$ cat src/rtl/inst_fetch_unit_if.sv
`timescale 1ns/1ps
`default_nettype none
// ============================================================================
// Module      : inst_fetch_unit_if
// Description : Program-ROM read bus between the fetch unit and the ROM.
//               The fetch unit is the master: it raises rom_req with a word
//               address and holds both until the ROM answers with rom_ack
//               and rom_data.
// Revision    : 1.0 - initial release
// ============================================================================
interface inst_fetch_unit_if;
    logic        rom_req;
    logic [7:0]  rom_addr;
    logic [15:0] rom_data;
    logic        rom_ack;

    modport master (
        output rom_req,
        output rom_addr,
        input  rom_data,
        input  rom_ack
    );

    modport slave (
        input  rom_req,
        input  rom_addr,
        output rom_data,
        output rom_ack
    );
endinterface
`default_nettype wire

$ cat src/rtl/inst_fetch_unit.sv
`timescale 1ns/1ps
`default_nettype none
// ============================================================================
// Module      : inst_fetch_unit
// Description : Instruction fetch stage for the S-Machine execute core.
//               Fetches the 16-bit word at the CPU's pc from program ROM
//               over a req/ack handshake, then presents it on inst with a
//               one-cycle enable strobe. Stops on a HALT opcode (0xF in the
//               top nibble) and on a ROM timeout, and counts issued
//               instructions with saturation.
// Revision    : 1.0 - initial release
// ============================================================================
module inst_fetch_unit #(
    parameter int TIMEOUT = 16,
    parameter int COUNT_W = 16
) (
    input  wire logic               clk,
    input  wire logic               reset_n,
    input  wire logic               run,
    input  wire logic [7:0]         pc,
    inst_fetch_unit_if.master       rom,
    output logic [15:0]             inst,
    output logic                    enable,
    output logic                    halted,
    output logic                    fault,
    output logic [COUNT_W-1:0]      instr_count
);

    // Wide enough to hold the value TIMEOUT itself.
    localparam int c_TCNT_W = $clog2(TIMEOUT + 1);
    localparam logic [c_TCNT_W-1:0] c_TIMEOUT = c_TCNT_W'(TIMEOUT);
    localparam logic [3:0]          c_HALT_OP = 4'hF;

    typedef enum logic [2:0] {
        S_IDLE   = 3'd0,
        S_FETCH  = 3'd1,
        S_ISSUE  = 3'd2,
        S_HALTED = 3'd3,
        S_FAULT  = 3'd4
    } state_t;

    state_t               r_state;
    state_t               w_next_state;
    logic [c_TCNT_W-1:0]  r_tcount;
    logic [c_TCNT_W-1:0]  w_tcount_inc;
    logic                 w_ack_hit;
    logic                 w_is_halt;
    logic                 w_timeout;
    logic                 r_rom_req;
    logic [15:0]          r_inst;
    logic                 r_enable;
    logic                 r_halted;
    logic                 r_fault;
    logic [COUNT_W-1:0]   r_instr_count;

    // An ack only counts while a request is actually outstanding.
    assign w_ack_hit    = (r_state == S_FETCH) && rom.rom_ack;
    assign w_is_halt    = (rom.rom_data[15:12] == c_HALT_OP);
    assign w_tcount_inc = r_tcount + c_TCNT_W'(1);
    assign w_timeout    = (w_tcount_inc == c_TIMEOUT);

    // Next-state decode; an ack on the timeout edge takes priority over the fault.
    always_comb begin
        w_next_state = r_state;
        case (r_state)
            S_IDLE:   if (run) w_next_state = S_FETCH;
            S_FETCH: begin
                if (rom.rom_ack)    w_next_state = w_is_halt ? S_HALTED : S_ISSUE;
                else if (w_timeout) w_next_state = S_FAULT;
            end
            S_ISSUE:  w_next_state = run ? S_FETCH : S_IDLE;
            S_HALTED: w_next_state = S_HALTED;
            S_FAULT:  w_next_state = S_FAULT;
            default:  w_next_state = S_IDLE;
        endcase
    end

    // State register.
    always_ff @(posedge clk or negedge reset_n) begin
        if (!reset_n) r_state <= S_IDLE;
        else          r_state <= w_next_state;
    end

    // Registered outputs decoded from the upcoming state, plus timeout and issue counters.
    always_ff @(posedge clk or negedge reset_n) begin
        if (!reset_n) begin
            r_rom_req     <= 1'b0;
            r_inst        <= 16'h0000;
            r_enable      <= 1'b0;
            r_halted      <= 1'b0;
            r_fault       <= 1'b0;
            r_instr_count <= '0;
            r_tcount      <= '0;
        end else begin
            r_rom_req <= (w_next_state == S_FETCH);
            r_enable  <= (w_next_state == S_ISSUE);
            r_halted  <= (w_next_state == S_HALTED);
            r_fault   <= (w_next_state == S_FAULT);

            if (w_ack_hit) r_inst <= rom.rom_data;

            if ((r_state == S_FETCH) && !rom.rom_ack) r_tcount <= w_tcount_inc;
            else                                      r_tcount <= '0;

            if (w_ack_hit && !w_is_halt && (r_instr_count != {COUNT_W{1'b1}}))
                r_instr_count <= r_instr_count + COUNT_W'(1);
        end
    end

    assign rom.rom_req  = r_rom_req;
    // Address follows pc combinationally so a branch taken on the issue edge is fetched directly.
    assign rom.rom_addr = (r_state == S_FETCH) ? pc : 8'h00;
    assign inst         = r_inst;
    assign enable       = r_enable;
    assign halted       = r_halted;
    assign fault        = r_fault;
    assign instr_count  = r_instr_count;

endmodule
`default_nettype wire

$ cat src/flat_wrapper.sv
// flat-port wrapper written by rule: the top's interface ports become plain ports
module inst_fetch_unit_flat 
#(
    parameter int TIMEOUT = 16,
    parameter int COUNT_W = 16
)
  (clk, reset_n, run, pc, inst, enable, halted, fault, instr_count, rom_rom_req, rom_rom_addr, rom_rom_data, rom_rom_ack);
  inst_fetch_unit_if rom_i ();
  input  wire logic clk;
  input  wire logic reset_n;
  input  wire logic run;
  input  wire logic [7:0] pc;
  output logic [15:0] inst;
  output logic enable;
  output logic halted;
  output logic fault;
  output logic [COUNT_W-1:0] instr_count;
  output wire logic [$bits(rom_i.rom_req)-1:0] rom_rom_req;
  output wire logic [$bits(rom_i.rom_addr)-1:0] rom_rom_addr;
  input wire logic [$bits(rom_i.rom_data)-1:0] rom_rom_data;
  input wire logic [$bits(rom_i.rom_ack)-1:0] rom_rom_ack;
  assign rom_rom_req = rom_i.rom_req;
  assign rom_rom_addr = rom_i.rom_addr;
  assign rom_i.rom_data = rom_rom_data;
  assign rom_i.rom_ack = rom_rom_ack;
  inst_fetch_unit #(.TIMEOUT(TIMEOUT), .COUNT_W(COUNT_W)) u_core (.clk(clk), .reset_n(reset_n), .run(run), .pc(pc), .rom(rom_i), .inst(inst), .enable(enable), .halted(halted), .fault(fault), .instr_count(instr_count));
endmodule
$ cat config.mk
export PLATFORM = sky130hd
export DESIGN_NAME = inst_fetch_unit_flat
export DESIGN_NICKNAME = d
export VERILOG_FILES = /design/src/rtl/inst_fetch_unit_if.sv /design/src/rtl/inst_fetch_unit.sv /design/src/flat_wrapper.sv
export SDC_FILE = /design/constraint.sdc
export NUM_CORES = 1
export LEC_CHECK = 0
export CAP_MARGIN = 15
export CORE_ASPECT_RATIO = 1.4
export CORE_MARGIN = 2
export CORE_UTILIZATION = 35
export DETAILED_ROUTE_END_ITERATION = 8
export GPL_TIMING_DRIVEN = 0
export PLACE_DENSITY = 0.71
export SYNTH_ARGS = -nofsm -noshare
export SYNTH_HDL_FRONTEND = slang
export SYNTH_SLANG_ARGS = --single-unit
$ cat constraint.sdc
create_clock -name clk -period 2.12 [get_ports clk]
set_input_delay 0.424 -clock clk [delete_from_list [all_inputs] [get_ports clk]]
set_output_delay 0.424 -clock clk [all_outputs]
set_load 0.01 [all_outputs]
* Yosys cells after proc, flatten, opt, wreduce, memory -nomap -nowiden
Cells that the tools add are included.
** Storage, ports and cells
- Flip-flop bits (word level) :: 44
- Bits of input ports :: 28
- Output and inout port bits :: 44
- Logic and storage cells :: 36
** Cells by class
- Add/sub/neg operators :: 2
- Eq/ne operators :: 11
- Multiplexer cells :: 8
- Reduce and logical (&&, ||, !) cells :: 7
** Operator list (number)
- $add A16 B1 Y16 const B :: 1
- $ne A16 B16 Y1 const B :: 1
- $pmux W3 S5 :: 1
- $eq A3 B2 Y1 const B :: 4
- $mux W3 :: 3
- $mux W8 :: 1
- $eq A3 B1 Y1 const B :: 2
- $eq A3 B3 Y1 const B :: 2
- $add A5 B1 Y5 const B :: 1
- $eq A5 B5 Y1 const B :: 1
- $mux W5 :: 1
- $eq A4 B4 Y1 const B :: 1
- $logic_and A1 B1 Y1 :: 4
- $logic_not A3 Y1 :: 1
- $logic_not A1 Y1 :: 2
- $mux W1 :: 2

* Longest topological paths before layout
- Word-level depth :: 6
- Depth in mapped cells :: 6
- Gate-level depth less buffers :: 5

* Worst setup path before layout
Ideal clock, no wire load.
- Path kind :: register -> register
- Start :: register u_core.r_state[1]
- End :: register u_core.r_instr_count[15], in the netlist u_core.instr_count[15]
- Setup time :: 128 ps
- Arrival time :: 1755 ps
- Required time :: 1992 ps
- Setup slack :: 237 ps
- Cell stages (with the launch flop) :: 6
- Path buffers :: 1
- Period minus slack after synthesis :: 1883 ps
- Path through :: dfrtp_1 nand4bb_1 buf_6 or4_4 nor3_2 mux2_1
** Between the ends
- Word-level cells in the longest chain between the ends :: 4
** RTL lines
- start, declared :: RTL line inst_fetch_unit.sv:42 : state_t r_state;
- start signal, assigned :: RTL line inst_fetch_unit.sv:81 : else r_state <= w_next_state;
- $eq A3 B1 Y1 :: RTL line inst_fetch_unit.sv:57 : assign w_ack_hit = (r_state == S_FETCH) && rom.rom_ack;
- $logic_and A1 B1 Y1 :: RTL line inst_fetch_unit.sv:57
- $logic_and A1 B1 Y1 (2 in a row) :: RTL line inst_fetch_unit.sv:105 : if (w_ack_hit && !w_is_halt && (r_instr_count != {COUNT_W{1'b1}}))
- end signal, assigned :: RTL line inst_fetch_unit.sv:106 : r_instr_count <= r_instr_count + COUNT_W'(1);
- end, declared :: RTL line inst_fetch_unit.sv:54 : logic [COUNT_W-1:0] r_instr_count;
Every way passes these cells.
A chain may end at the register's enable or synchronous reset.

* Worst setup path after layout
- Start :: register u_core.r_state[2]
- End :: output port rom_rom_addr[6]
** Between the ends
- Word-level cells in the longest chain between the ends :: 2
** RTL lines
- $eq A3 B1 Y1 :: RTL line inst_fetch_unit.sv:112 : assign rom.rom_addr = (r_state == S_FETCH) ? pc : 8'h00;
- $mux W8 :: RTL line inst_fetch_unit.sv:112
- end, declared :: RTL line flat_wrapper.sv:19 : output wire logic [$bits(rom_i.rom_addr)-1:0] rom_rom_addr;
Every way passes these cells.

==> impl_metrics.py <==
metrics = {
    "global_route": {
        "grt_antenna_before_repair": 0,
        "grt_overflow_total": 0,
        "grt_pass1_vias": 1483,
        "grt_max_degree": 30,
        "grt_usage_pct": 14.1,
        "grt_pass1_wl_um": 6760,
    },
    "power": {
        "p_leak_nw": 1.29,
        "powerDensity_nw_per_um2": 1090,
        "max-vdd-ir-drop_v": 0.000532,
    },
    "setup_path": {
        "critPathKind": "reg -> out",
        "cp.required_ns": 1.70,
        "worstPathArrival_ns": 1.62,
        "cp-end-kind": "primary output",
        "cp_max_fo": 5,
        "start_kind": "register",
    },
    "logic_synthesis": {
        "synth_cell_type_count": 36,
        "synth_warnings": 0,
        "synthesis.nets": 190,
        "avgSynthCellArea_um2": 12.4,
        "ys_ff_latch": 44,
        "synth.cell_area_um2": 1980,
        "synth_top_cell_by_area": "dfrtp_1",
        "postSynthCellCount": 160,
        "synth.area.top_cells": "dfrtp_1 (56%), mux2_2 (9.1%), xor2_1 (6.2%)",
        "synth.top_cell.area_share_pct": 55.6,
        "yosysSeqAreaShare_pct": 55.6,
    },
    "clocking": {
        "clock_latency_ns": 0.29,
        "path_clk_slew_ns": 0.08,
        "cts_tree": "yes",
        "cts_buffers": 5,
        "cts-root-buf": "clkbuf_8",
        "clock_path_buffers": 2,
        "cts.sinks": 44,
        "ctsHoldBuffers": 0,
        "htree_levels": 2,
    },
    "sta": {
        "fmax_mhz": 489,
        "finalSetupTns_ns": 0,
        "rsz0062_at_grt": "false",
        "skew_ns": 0.00420,
        "tightest_slew_ns": 0.532,
        "slew_headroom_pct": 64.6,
        "finalCritPeriodShare_pct": 96.5,
        "setup_viol": 0,
        "slew_viol_final": 0,
        "period_needed_ns": 2.05,
        "hold_slack_ns": 0.0404,
        "hold_viol_final": 0,
    },
    "detailed_routing": {
        "vias_per_cell": 4.95,
        "wl_per_cell_um": 13.5,
        "routed_wirelength_um": 4190,
        "dr.pass1.iters": 4,
        "vias": 1541,
        "drtIter0Drc": 54,
        "ant_nets": 0,
        "drc_errors": 0,
    },
    "placement": {
        "gp_congestion": 0.771,
        "dp_hpwl_um": 3080,
        "port_buffers": 71,
    },
    "final_layout": {
        "fill_cells": 495,
        "diodes": 0,
        "synthToLayoutAreaGrowth_pct": 47.8,
        "drive_above_1_share_pct": 16.9,
        "nNetsFinal": 272,
        "final_util_pct": 53.3,
    },
    "floorplanning": {
        "die_h_um": 93.0,
        "pin_count": 72,
        "fp-row-count": 32,
        "core_area_um2": 5490,
        "initial_core_util_pct": 36.1,
        "dieArea_um2": 6280,
        "die_width_um": 67.6,
    },
    "status": {
        "status": "complete, no violations",
    },
    "job": {
        "cap_violations": 0,
    },
    "hold_path": {
        "hold_path_class": "in -> async",
    },
}
## logic make-up (layout without fill, tap and decap cells)
logic type | count (synthesis) | in the layout | share of synthesized area, %
simple gates | 59 | 59 | 19.0
xor+xnor | 16 | 16 | 7.08
buf+inv | 6 | 89 | 1.52
mux | 18 | 18 | 10.2
flops | 44 | 44 | 55.6
compound gates | 15 | 15 | 5.25
fa+ha+maj | 2 | 2 | 1.26
## metal layers
| metal | up-vias | track usage (%) | share of wire (%) |
|---|---|---|---|
| met1 | 765 | 16.4 | 39 |
| met3 | 6 | 3.13 | 4.8 |
| li1 | 732 | - | - |
| met4 | 0 | 5.10 | 1.6 |
| met5 | - | 0 | 0 |
| met2 | 38 | 24.7 | 55 |
## power breakdown
group / internal [mW] / switching (mW) / total [mW]
registers: 1.09 / 0.201 / 1.30
logic: 0.770 / 0.487 / 1.26
clock network: 0.350 / 0.283 / 0.633
## synthesized netlist by cell type, drive strengths merged
cell     count
a211oi       3
a21bo        1
a21oi        3
a311oi       1
a31o         1
a31oi        1
and2         9
and4         3
buf          1
clkbuf       2
dfrtp       44
ha           2
inv          3
mux2        18
nand2        5
nand2b       2
nand3        8
nand4        4
nand4b       1
nand4bb      1
nor2        12
nor3         5
nor3b        1
nor4         2
nor4b        2
o21ai        2
o21bai       1
o31ai        2
or2          1
or3          1
or4          2
xnor2        2
xor2        14
## timing repair
item,CTS,global route
pin swaps,1,1
resized for setup,13,1
buffers inserted,2,1
setup endpoints to repair,9,2
gates cloned,0,0
## final timing paths
| kind | from | end | slack, ns | depth (start not counted) |
|---|---|---|---|---|
| max | u_core.r_state[2] | rom_rom_addr[6] | 0.07 | 6 |
| min | reset_n | u_core.instr_count[8] | 0.04 | 1 |
| max reg2reg | u_core.r_state[1] | u_core.instr_count[15] | 0.07 | 5 |
| min reg2reg | u_core.instr_count[5] | u_core.instr_count[5] | 0.51 | 1 |
| max in group asynchronous | reset_n | u_core.instr_count[1] | 1.60 | 2 |
| min in group clk | u_core.instr_count[5] | u_core.instr_count[5] | 0.51 | 1 |
## sequential cells by signal (all words and copies together), names as in the netlist
signal	count
u_core.rom.rom_req	1
u_core.r_state	3
u_core.fault	1
u_core.inst	16
u_core.halted	1
u_core.instr_count	16
u_core.r_tcount	5
u_core.enable	1
## worst max-delay path, stage by stage (launching register included)
cell and delay [ns]:
dfrtp_1 0.41, nand2b_4 0.18, nor2_4 0.14, buf_4 0.12
buf_4 0.10, and2_1 0.11, dlygate4sd2_1 0.27
## through the flow
stage / power, mW / cells / cell area [um^2] / worst slack [ns]
floorplan: 1.83 / 160 / 1980 / 0.237
global placement: 2.53 / 299 / 2780 / -0.595
detailed placement: 2.56 / 300 / 2790 / -0.376
CTS: 3.23 / 310 / 2920 / 0.0546
global route: 3.38 / 311 / 2930 / 0.00126
finish: 3.19 / 311 / 2930 / 0.0742
## cells in the final DEF, fill, tap and decap left out, types with 3 or more instances in the layout
| cell type | count |
|---|---|
| a211oi_1 | 3 |
| a21oi_1 | 3 |
| and2_1 | 9 |
| and4_1 | 3 |
| buf_4 | 3 |
| clkbuf_1 | 3 |
| clkbuf_8 | 5 |
| clkdlybuf4s50_1 | 61 |
| dfrtp_1 | 43 |
| dlygate4sd2_1 | 9 |
| inv_1 | 3 |
| mux2_2 | 16 |
| nand2_1 | 5 |
| nand3_1 | 8 |
| nand4_1 | 4 |
| nor2_1 | 11 |
| nor3_2 | 4 |
| xor2_1 | 14 |
## final cells by class
cell class	count	area [um^2]	share of cell area, %
Inverter	3	11.3	0.385
Timing Repair Buffer	75	737	25.2
Clock buffer	6	72.6	2.48
Sequential cell	44	1100	37.7
Clock inverter	2	35.0	1.20
Buffer	3	18.8	0.642
Multi-Input combinational cell	110	863	29.5
Tap cell	68	85.1	2.91
No activity file was read; power rests on OpenSTA's default activity.
